`config.mk`:
```
export PLATFORM = sky130hd
export DESIGN_NAME = fetch_stage
export DESIGN_NICKNAME = d
export VERILOG_FILES = /design/src/rtl/riscv_pkg.sv /design/src/rtl/fetch_buf.sv /design/src/rtl/fetch_stage.sv
export SDC_FILE = /design/constraint.sdc
export NUM_CORES = 1
export LEC_CHECK = 0
export CAP_MARGIN = 20
export CORE_ASPECT_RATIO = 1.75
export CORE_UTILIZATION = 49
export CTS_BUF_LIST = sky130_fd_sc_hd__clkbuf_8 sky130_fd_sc_hd__clkbuf_16
export CTS_CLUSTER_SIZE = 28
export DETAILED_ROUTE_END_ITERATION = 12
export GPL_TIMING_DRIVEN = 0
export PLACE_DENSITY = 0.82
export SYNTH_ARGS = -nofsm -noshare
export SYNTH_HDL_FRONTEND = slang
export SYNTH_SLANG_ARGS = --single-unit
```
`constraint.sdc`:
```
create_clock -name clk -period 4.2 [get_ports clk]
set_clock_uncertainty 0.15 [all_clocks]
set_input_delay 0.63 -clock clk [delete_from_list [all_inputs] [get_ports clk]]
set_output_delay 0.63 -clock clk [all_outputs]
set_load 0.01 [all_outputs]
```
`src/rtl/riscv_pkg.sv`:
```
// Shared RV32I core definitions used by the fetch stage and the ID stage.
package riscv_pkg;

    localparam int unsigned XLEN = 32;

    // addi x0, x0, 0
    localparam logic [XLEN-1:0] NOP_INST = 32'h0000_0013;
    localparam logic [XLEN-1:0] RESET_PC = 32'h0000_0000;

    // IF/ID pipeline register contents handed to decode
    typedef struct packed {
        logic            valid;
        logic [XLEN-1:0] pc;
        logic [XLEN-1:0] pc4;
        logic [XLEN-1:0] inst;
    } if_id_t;

endpackage

```
`src/rtl/fetch_buf.sv`:
```
// Small synchronous FIFO with occupancy count, clear, and same-cycle push+pop.
module fetch_buf #(
    parameter int unsigned WIDTH = 64,
    parameter int unsigned DEPTH = 2
) (
    input  logic                         clk,
    input  logic                         rst_n,
    input  logic                         clear,
    input  logic                         push,
    input  logic [WIDTH-1:0]             push_data,
    input  logic                         pop,
    output logic [WIDTH-1:0]             head,
    output logic [$clog2(DEPTH+1)-1:0]   count
);

    localparam int unsigned PTR_W = (DEPTH > 1) ? $clog2(DEPTH) : 1;
    localparam int unsigned CNT_W = $clog2(DEPTH + 1);

    logic [WIDTH-1:0] mem [DEPTH];
    logic [PTR_W-1:0] rd_ptr;
    logic [PTR_W-1:0] wr_ptr;

    // Wrap a pointer at DEPTH so non-power-of-two depths stay in range
    function automatic logic [PTR_W-1:0] ptr_inc(input logic [PTR_W-1:0] p);
        return (p == PTR_W'(DEPTH - 1)) ? '0 : p + PTR_W'(1);
    endfunction

    assign head = mem[rd_ptr];

    // Storage array; no reset needed since count qualifies every read
    always_ff @(posedge clk) begin
        if (push && !clear) begin
            mem[wr_ptr] <= push_data;
        end
    end

    // Pointers and occupancy; clear wins over push/pop
    always_ff @(posedge clk or negedge rst_n) begin
        if (!rst_n) begin
            rd_ptr <= '0;
            wr_ptr <= '0;
            count  <= '0;
        end else if (clear) begin
            rd_ptr <= '0;
            wr_ptr <= '0;
            count  <= '0;
        end else begin
            assert (!(push && !pop && count == CNT_W'(DEPTH)));
            assert (!(pop && count == '0));
            if (push) begin
                wr_ptr <= ptr_inc(wr_ptr);
            end
            if (pop) begin
                rd_ptr <= ptr_inc(rd_ptr);
            end
            count <= count + CNT_W'(push) - CNT_W'(pop);
        end
    end

endmodule

```
`src/rtl/fetch_stage.sv`:
```
// Instruction fetch with credit-limited requests, response buffer and IF/ID register.
module fetch_stage
    import riscv_pkg::*;
#(
    parameter logic [31:0] RESET_PC  = riscv_pkg::RESET_PC,
    parameter int unsigned BUF_DEPTH = 2,
    parameter logic [31:0] NOP_INST  = riscv_pkg::NOP_INST
) (
    input  logic        clk,
    input  logic        rst_n,
    output logic        imem_req_valid,
    input  logic        imem_req_ready,
    output logic [31:0] imem_req_addr,
    input  logic        imem_rsp_valid,
    input  logic [31:0] imem_rsp_data,
    input  logic        redirect_valid,
    input  logic [31:0] redirect_pc,
    input  logic        id_stall,
    output logic        id_valid,
    output logic [31:0] id_inst,
    output logic [31:0] id_pc,
    output logic [31:0] id_pc4
);

    localparam int unsigned CNT_W = $clog2(BUF_DEPTH + 1);
    localparam int unsigned SUM_W = CNT_W + 1;
    localparam int unsigned ENT_W = 64;

    logic [31:0]      pc;
    logic [31:0]      pc_next;
    logic [CNT_W-1:0] outstanding;
    logic [CNT_W-1:0] outstanding_next;
    logic [CNT_W-1:0] drop_cnt;
    logic [CNT_W-1:0] drop_next;
    logic [CNT_W-1:0] buf_count;
    logic [CNT_W-1:0] shadow_count;
    if_id_t           if_id;
    if_id_t           if_id_next;

    logic             credit_ok;
    logic             handshake;
    logic             rsp_live;
    logic             id_load;
    logic             buf_empty;
    logic             bypass;
    logic             buf_push;
    logic             buf_pop;
    logic [ENT_W-1:0] buf_head;
    logic [31:0]      rsp_pc;

    // Request channel and per-cycle event decode
    assign credit_ok      = (SUM_W'(outstanding) + SUM_W'(buf_count)) < SUM_W'(BUF_DEPTH);
    assign imem_req_valid = rst_n && !redirect_valid && credit_ok;
    assign imem_req_addr  = pc;
    assign handshake      = imem_req_valid && imem_req_ready;
    assign rsp_live       = imem_rsp_valid && (drop_cnt == '0) && !redirect_valid;
    assign id_load        = !id_stall && !redirect_valid;
    assign buf_empty      = (buf_count == '0);
    assign bypass         = rsp_live && buf_empty && id_load;
    assign buf_push       = rsp_live && !bypass;
    assign buf_pop        = id_load && !buf_empty;

    // Issue PC of each in-flight request, consumed as responses return
    fetch_buf #(
        .WIDTH (32),
        .DEPTH (BUF_DEPTH)
    ) u_pc_shadow (
        .clk       (clk),
        .rst_n     (rst_n),
        .clear     (1'b0),
        .push      (handshake),
        .push_data (pc),
        .pop       (imem_rsp_valid),
        .head      (rsp_pc),
        .count     (shadow_count)
    );

    // Returned {pc, inst} pairs waiting for the IF/ID register
    fetch_buf #(
        .WIDTH (ENT_W),
        .DEPTH (BUF_DEPTH)
    ) u_inst_buf (
        .clk       (clk),
        .rst_n     (rst_n),
        .clear     (redirect_valid),
        .push      (buf_push),
        .push_data ({rsp_pc, imem_rsp_data}),
        .pop       (buf_pop),
        .head      (buf_head),
        .count     (buf_count)
    );

    // Next PC, credit/drop counters and IF/ID contents; redirect overrides everything
    always_comb begin
        pc_next          = pc;
        outstanding_next = outstanding + CNT_W'(handshake) - CNT_W'(imem_rsp_valid);
        drop_next        = drop_cnt;
        if_id_next       = if_id;

        if (redirect_valid) begin
            pc_next          = {redirect_pc[31:2], 2'b00};
            drop_next        = outstanding - CNT_W'(imem_rsp_valid);
            if_id_next.valid = 1'b0;
            if_id_next.inst  = NOP_INST;
        end else begin
            if (handshake) begin
                pc_next = pc + 32'd4;
            end
            if (imem_rsp_valid && drop_cnt != '0) begin
                drop_next = drop_cnt - CNT_W'(1);
            end
            if (id_load) begin
                if (buf_pop) begin
                    if_id_next = '{valid: 1'b1,
                                   pc:    buf_head[63:32],
                                   pc4:   buf_head[63:32] + 32'd4,
                                   inst:  buf_head[31:0]};
                end else if (bypass) begin
                    if_id_next = '{valid: 1'b1,
                                   pc:    rsp_pc,
                                   pc4:   rsp_pc + 32'd4,
                                   inst:  imem_rsp_data};
                end else begin
                    if_id_next.valid = 1'b0;
                    if_id_next.inst  = NOP_INST;
                end
            end
        end
    end

    // State registers
    always_ff @(posedge clk or negedge rst_n) begin
        if (!rst_n) begin
            pc          <= RESET_PC;
            outstanding <= '0;
            drop_cnt    <= '0;
            if_id       <= '{valid: 1'b0, pc: 32'd0, pc4: 32'd0, inst: NOP_INST};
        end else begin
            assert (shadow_count == outstanding);
            pc          <= pc_next;
            outstanding <= outstanding_next;
            drop_cnt    <= drop_next;
            if_id       <= if_id_next;
        end
    end

    assign id_valid = if_id.valid;
    assign id_inst  = if_id.inst;
    assign id_pc    = if_id.pc;
    assign id_pc4   = if_id.pc4;

endmodule

```
---- Word level (Yosys, flattened, before mapping) ----
Memories as Yosys holds them, arrays and structs flattened.
Index checks and enable logic that the tools add are counted.
operators by class
  magnitude comparators ................... 1
  add/sub/neg operators ................... 14
  reduce and logical (&&, ||, !) cells .... 26
  multiplexer cells ....................... 24
  bitwise gates (word level) .............. 1
operators by type and width
  cell                                                                          number
  97-bit two-way mux                                                            2
  32-bit two-way mux                                                            4
  32-bit by 3-bit adder with 32-bit output, second input constant               3
  64-bit two-way mux                                                            1
  1-bit two-way mux                                                             14
  2-bit nonzero test                                                            7
  1-bit logical AND                                                             12
  2-bit two-way mux                                                             3
  2-bit by 1-bit subtractor with 2-bit output                                   3
  1-bit adder, second input constant                                            4
  2-bit by 1-bit adder with 2-bit output                                        2
  1-bit zero test                                                               4
  2-bit zero test                                                               2
  2-bit by 2-bit adder with 3-bit output                                        1
  3-bit by 2-bit less-than comparator with 1-bit output, second input constant  1
  3-bit AND reduction                                                           1
  2-bit by 1-bit subtractor with 2-bit output, second input constant            1
  1-bit NOT                                                                     1
word-level totals
  RAM bits ................................ 192
  output and inout bits ................... 130
  bits of input ports ..................... 70
  memories kept ........................... 2
  logic and storage cells ................. 80
  flip-flop bits (word level) ............. 139
memory list
  memory           words  bits a word  read ports  clocked after memory_dff  write ports  line             source
  u_inst_buf.mem   2      64           1           0                         1            fetch_buf.sv:19  logic [WIDTH-1:0] mem [DEPTH];
  u_pc_shadow.mem  2      32           1           0                         1            fetch_buf.sv:19

---- Logic depth before layout (Yosys ltp) ----
  word-level depth ........................ 10
  gate-level depth with buffers ........... 13
  mapped depth without buffers ............ 11

---- Hierarchy ----
From an unflattened synthesis, not the netlist that was laid out.
second synthesis, totals
  cell total of the unflattened synthesis .. 1191
  area, all modules ....................... 15225.9 um2
by module, submodules not included
  module                    sequential area each (um2)  cells an instance  area each (um2)  times used
  fetch_stage               3231.8                      858                7526.0           1
  fetch_buf at u_inst_buf   3943.8                      216                5031.1           1
  fetch_buf at u_pc_shadow  2021.9                      117                2668.8           1

---- Least setup slack after synthesis ----
Ideal clock, no wire load.
  path type ............................... input to register
  start point ............................. in redirect_valid
  end point ............................... mem u_inst_buf.mem[0][0], enable pin
  data required time ...................... 3568 ps
  path slack .............................. -473 ps
  path buffers ............................ 2
  data arrival time ....................... 4041 ps
  setup time .............................. 482 ps
  cell stages on the path ................. 4
  cells stage by stage .................... clkbuf_1 > clkbuf_1 > or3_1 > nor2_1
on the way
  word-level cells in the longest chain between the ends .. 9
  elaborated cells between the ends (all ways) .. 10
  classes of those cells .................. 2 x mux; 8 x reduce/logical
ends and longest elaborated chain
  item                                       line                                                   source
  from (decl)                                fetch_stage.sv:16                                      input logic redirect_valid,
  1-bit zero test *                          fetch_buf.sv:32, fetch_stage.sv:56, fetch_stage.sv:57
  1-bit logical AND                          fetch_stage.sv:56                                      assign rsp_live = imem_rsp_valid && (drop_cnt == '0) && !redirect_valid;
  1-bit logical AND (2 in series)            fetch_stage.sv:59                                      assign bypass = rsp_live && buf_empty && id_load;
  1-bit zero test                            fetch_stage.sv:60                                      assign buf_push = rsp_live && !bypass;
  1-bit logical AND                          fetch_stage.sv:60
  1-bit logical AND *                        fetch_buf.sv:32                                        if (push && !clear) begin
  1-bit two-way mux *                        fetch_buf.sv:32
  1-bit two-way mux (implied by the code) *  fetch_buf.sv:33                                        mem[wr_ptr] <= push_data;
  to (decl)                                  fetch_buf.sv:19
Every way passes the cells marked *; elsewhere a longest branch is shown, timed or not.

---- Worst setup path in the final report ----
  start point ............................. in id_stall
  end point ............................... reg if_id, in the netlist id_pc4[30]
on the way
  word-level cells in the longest chain between the ends .. 5
  elaborated cells between the ends (all ways) .. 7
  classes of those cells .................. 1 x mux; 6 x reduce/logical
ends and longest elaborated chain
  item                                  line                                  source
  from (decl)                           fetch_stage.sv:18                     input logic id_stall,
  1-bit zero test *                     fetch_stage.sv:57                     assign id_load = !id_stall && !redirect_valid;
  1-bit logical AND *                   fetch_stage.sv:57
  1-bit logical AND (on tied branches)  fetch_stage.sv:59, fetch_stage.sv:61
  2-bit nonzero test (no line)          --
  3-bit AND reduction (no line)         --
  to (signal assigned)                  fetch_stage.sv:137                    if_id <= '{valid: 1'b0, pc: 32'd0, pc4: 32'd0, inst: NOP_INST};
  to (signal assigned)                  fetch_stage.sv:143                    if_id <= if_id_next;
  to (decl)                             fetch_stage.sv:37                     if_id_t if_id;
Marked as above.
A chain may end at the register's enable or synchronous reset.

==> flow_summary.ini <==
[yosys]
ys_ff_latch = 317
yosys.area.top_type_share = 0.4019
synth_cell_types = 62
postSynth.asyncResetShare = 0.4196
synth_ff_type = edfxtp_1
synth_warnings = 0
synth_cells = 1104
synth_edf_count = 184
yosysTopAreaCell = edfxtp_1
synth.yosys.seq_area_share = 0.6442
synth.area.top_cells = edfxtp_1, dfrtp_1, mux2i_1
avgSynthCellArea_um2 = 12.45
syn_area_um2 = 13750

[sta]
max_freq_ghz = 0.2566
worst_slack_ns = 0.3030
setup_viol = 0
period_minus_slack_ns = 3.897
hold_viol = 0
tns_ns = 0
drv_slew = 0
worstMarginPinSlew_ns = 0.9844
rsz0062_at_grt = false
min_period_over_period = 0.9279
slew_headroom = 0.3422
whs_ns = 0.3145

[setup_path]
critical_path_class = in -> reg
worstReg2RegStart = u_inst_buf.count[0]
startpoint_type = primary input
startpoint = id_stall
worstPathMaxFanout = 7
worstPathArrival_ns = 4.19
worstPathCellList = clkdlybuf4s50_1 -> o21ba_1 -> buf_6 -> nand2_4 -> inv_2 -> mux2_2 -> inv_1 -> ha_1 -> o21ai_0 -> a211oi_2 -> nand4_1 -> mux2i_1 -> a211o_1
worstPathRequired_ns = 4.49
cp-end-kind = flop
slowest_stage = a211oi_2
cpPeakStageDelay_ns = 0.55

[floorplanning]
die_y_um = 223.6
core_area_um2 = 27430
start_util = 0.5013
design.portCount = 200
die_width_um = 128.6
dieArea_um2 = 28760
row_count = 80

[drt]
drt-total-wl_um = 35140
avgViaCountPerCell = 5.733
drtIter0Drc = 693
vias = 9901
dr.pass1.iters = 5
avgRoutedWirePerCell_um = 20.35
drc = 0
antenna_left = 0

[place]
dpl_worst_slack_ns = -0.5065
port_buffers = 191
post_dp_cell_area_um2 = 16230
dp_hpwl_um = 25130
place_inst = 1673
gp_congestion = 0.9116

[clock_tree]
cts_tree = yes
cts_buffer_depth = 3
post_cts.repair.setup_buffers = 0
path_clk_slew_ns = 0.07
cts_num_sinks = 317
cts_buffers = 29
htree_levels = 1
clk_latency_ns = 0.56
root_buffer = clkbuf_16

[cells_and_area]
final_area_um2 = 17330
ff_latch_area_um2 = 8857
utilization = 0.6319
fill_cells = 2081
num_antenna_cells = 0
syn_to_final_growth_pct = 26.06
multiInputGateArea_um2 = 4484
nets = 1415
fin_cells = 1727
drive_above_1_share = 0.08321

[global_routing]
grt_pass1_wl_um = 55190
gr-total-overflow = 0
antenna_found_initial = 0
grt_max_degree = 86
first_global_vias = 10210
track_usage = 0.2486

[worst_hold_path]
hold_class = reg -> reg
min-delay-start = id_pc4[3]

[power_and_ir_drop]
power_density_nw_per_um2 = 588.7
leakagePower_nw = 6.633
p_total_mw = 10.20
irDropWorstVdd_mv = 0.3328

[run_status]
outcome = finished clean

[job]
drv_cap = 0
-- state kept, by name, indices dropped and copies added, names as in the netlist, 30 cells and up --
name	flops
id_inst	32
id_pc	30
id_pc4	30
imem_req_addr	30
u_inst_buf.mem	124
u_pc_shadow.mem	60
-- where the power goes --
group          switching [mW]  internal, mW  total, mW
logic                    1.59          1.35       2.94
registers               0.366          3.92       4.29
clock network            1.16          1.81       2.97
-- placed cells by master, fill, tap and decap left out, types with 6 or more instances in the layout --
cell	n
a211oi_1	8
a21oi_1	20
a221o_1	41
a31oi_1	11
and2_1	6
and3_1	8
buf_1	9
buf_2	13
buf_4	8
bufinv_16	8
clkbuf_1	32
clkbuf_16	29
clkdlybuf4s50_1	190
clkinv_2	6
conb_1	6
dfrtp_1	130
edfxtp_1	184
ha_1	8
inv_1	37
mux2_2	20
mux2i_1	90
nand2_1	146
nand3_1	29
nand4_1	12
nor2_1	66
nor2b_1	7
nor3_1	23
o21ai_0	79
or3_1	7
xnor2_1	17
xor2_1	13
-- final cells by class --
class / instances / area share
plain buffers: 63 / 0.01675
clock buffers: 32 / 0.04426
clock inverters: 21 / 0.01827
inverters: 37 / 0.008808
multi-input cells: 692 / 0.2588
flip-flops and latches: 317 / 0.5111
well taps: 369 / 0.02664
repair buffers: 196 / 0.1154
-- final timing paths --
| path | end | slack, ns | cells after the start |
|---|---|---|---|
| min reg2reg | id_pc4[3] | 0.31 | 2 |
| max | id_pc4[30] | 0.30 | 13 |
| min | id_pc4[3] | 0.31 | 2 |
| max in group asynchronous | id_inst[21] | 2.67 | 3 |
| min in group asynchronous | imem_req_addr[28] | 0.44 | 2 |
| max reg2reg | u_pc_shadow.mem[0][27] | 0.31 | 9 |
-- critical path, delay by kind of cell --
family                   cells  cell delay [ns]
multiplexers                 2             0.65
AND/OR/NAND/NOR              2             0.46
buffers and inverters        4             0.89
AO/OA/AOI/OAI                4             1.35
adder cells (fa/ha/maj)      1             0.20
-- per-layer routing --
layer / up-vias / global-route usage / wire length (um)
met4: 0 / 0.1173 / 1446
met5: - / 0 / 0
li1: 4527 / - / -
met2: 438 / 0.4596 / 19030
met1: 4855 / 0.2797 / 12800
met3: 81 / 0.02985 / 1860
-- logic make-up (layout without fill, tap and decap cells) --
| group | count (synthesis) | after routing | synth area share |
|---|---|---|---|
| AO/OA/AOI/OAI | 202 | 202 | 0.1008 |
| XOR/XNOR | 30 | 30 | 0.01911 |
| adder cells (fa/ha/maj) | 9 | 9 | 0.008737 |
| buffers and inverters | 100 | 349 | 0.03222 |
| flip-flops | 317 | 317 | 0.6442 |
| multiplexers | 110 | 110 | 0.08191 |
| other | 1 | 6 | 0.0002728 |
| AND/OR/NAND/NOR | 335 | 335 | 0.1127 |
-- repair_timing --
item	4_1_cts	5_1_grt
resized for setup	0	1
hold buffers	1	0
hold endpoints to repair	45	0
endpoints found under the setup margin	0	2
-- synthesized netlist by cell type, drive strengths merged, types with 7 or more instances --
cell type	number
xnor2	17
clkbuf	32
nand4	12
and3	9
buf	31
edfxtp	184
nand3	29
dfrtp	130
ha	8
nand2	147
inv	36
mux2i	90
a31oi	11
nor2	68
o21ai	80
xor2	13
a21oi	20
mux2	20
nor3	23
or3	7
a211oi	9
and2	7
nor2b	7
a221o	41
Note: power is estimated with default switching activity, not from simulation.
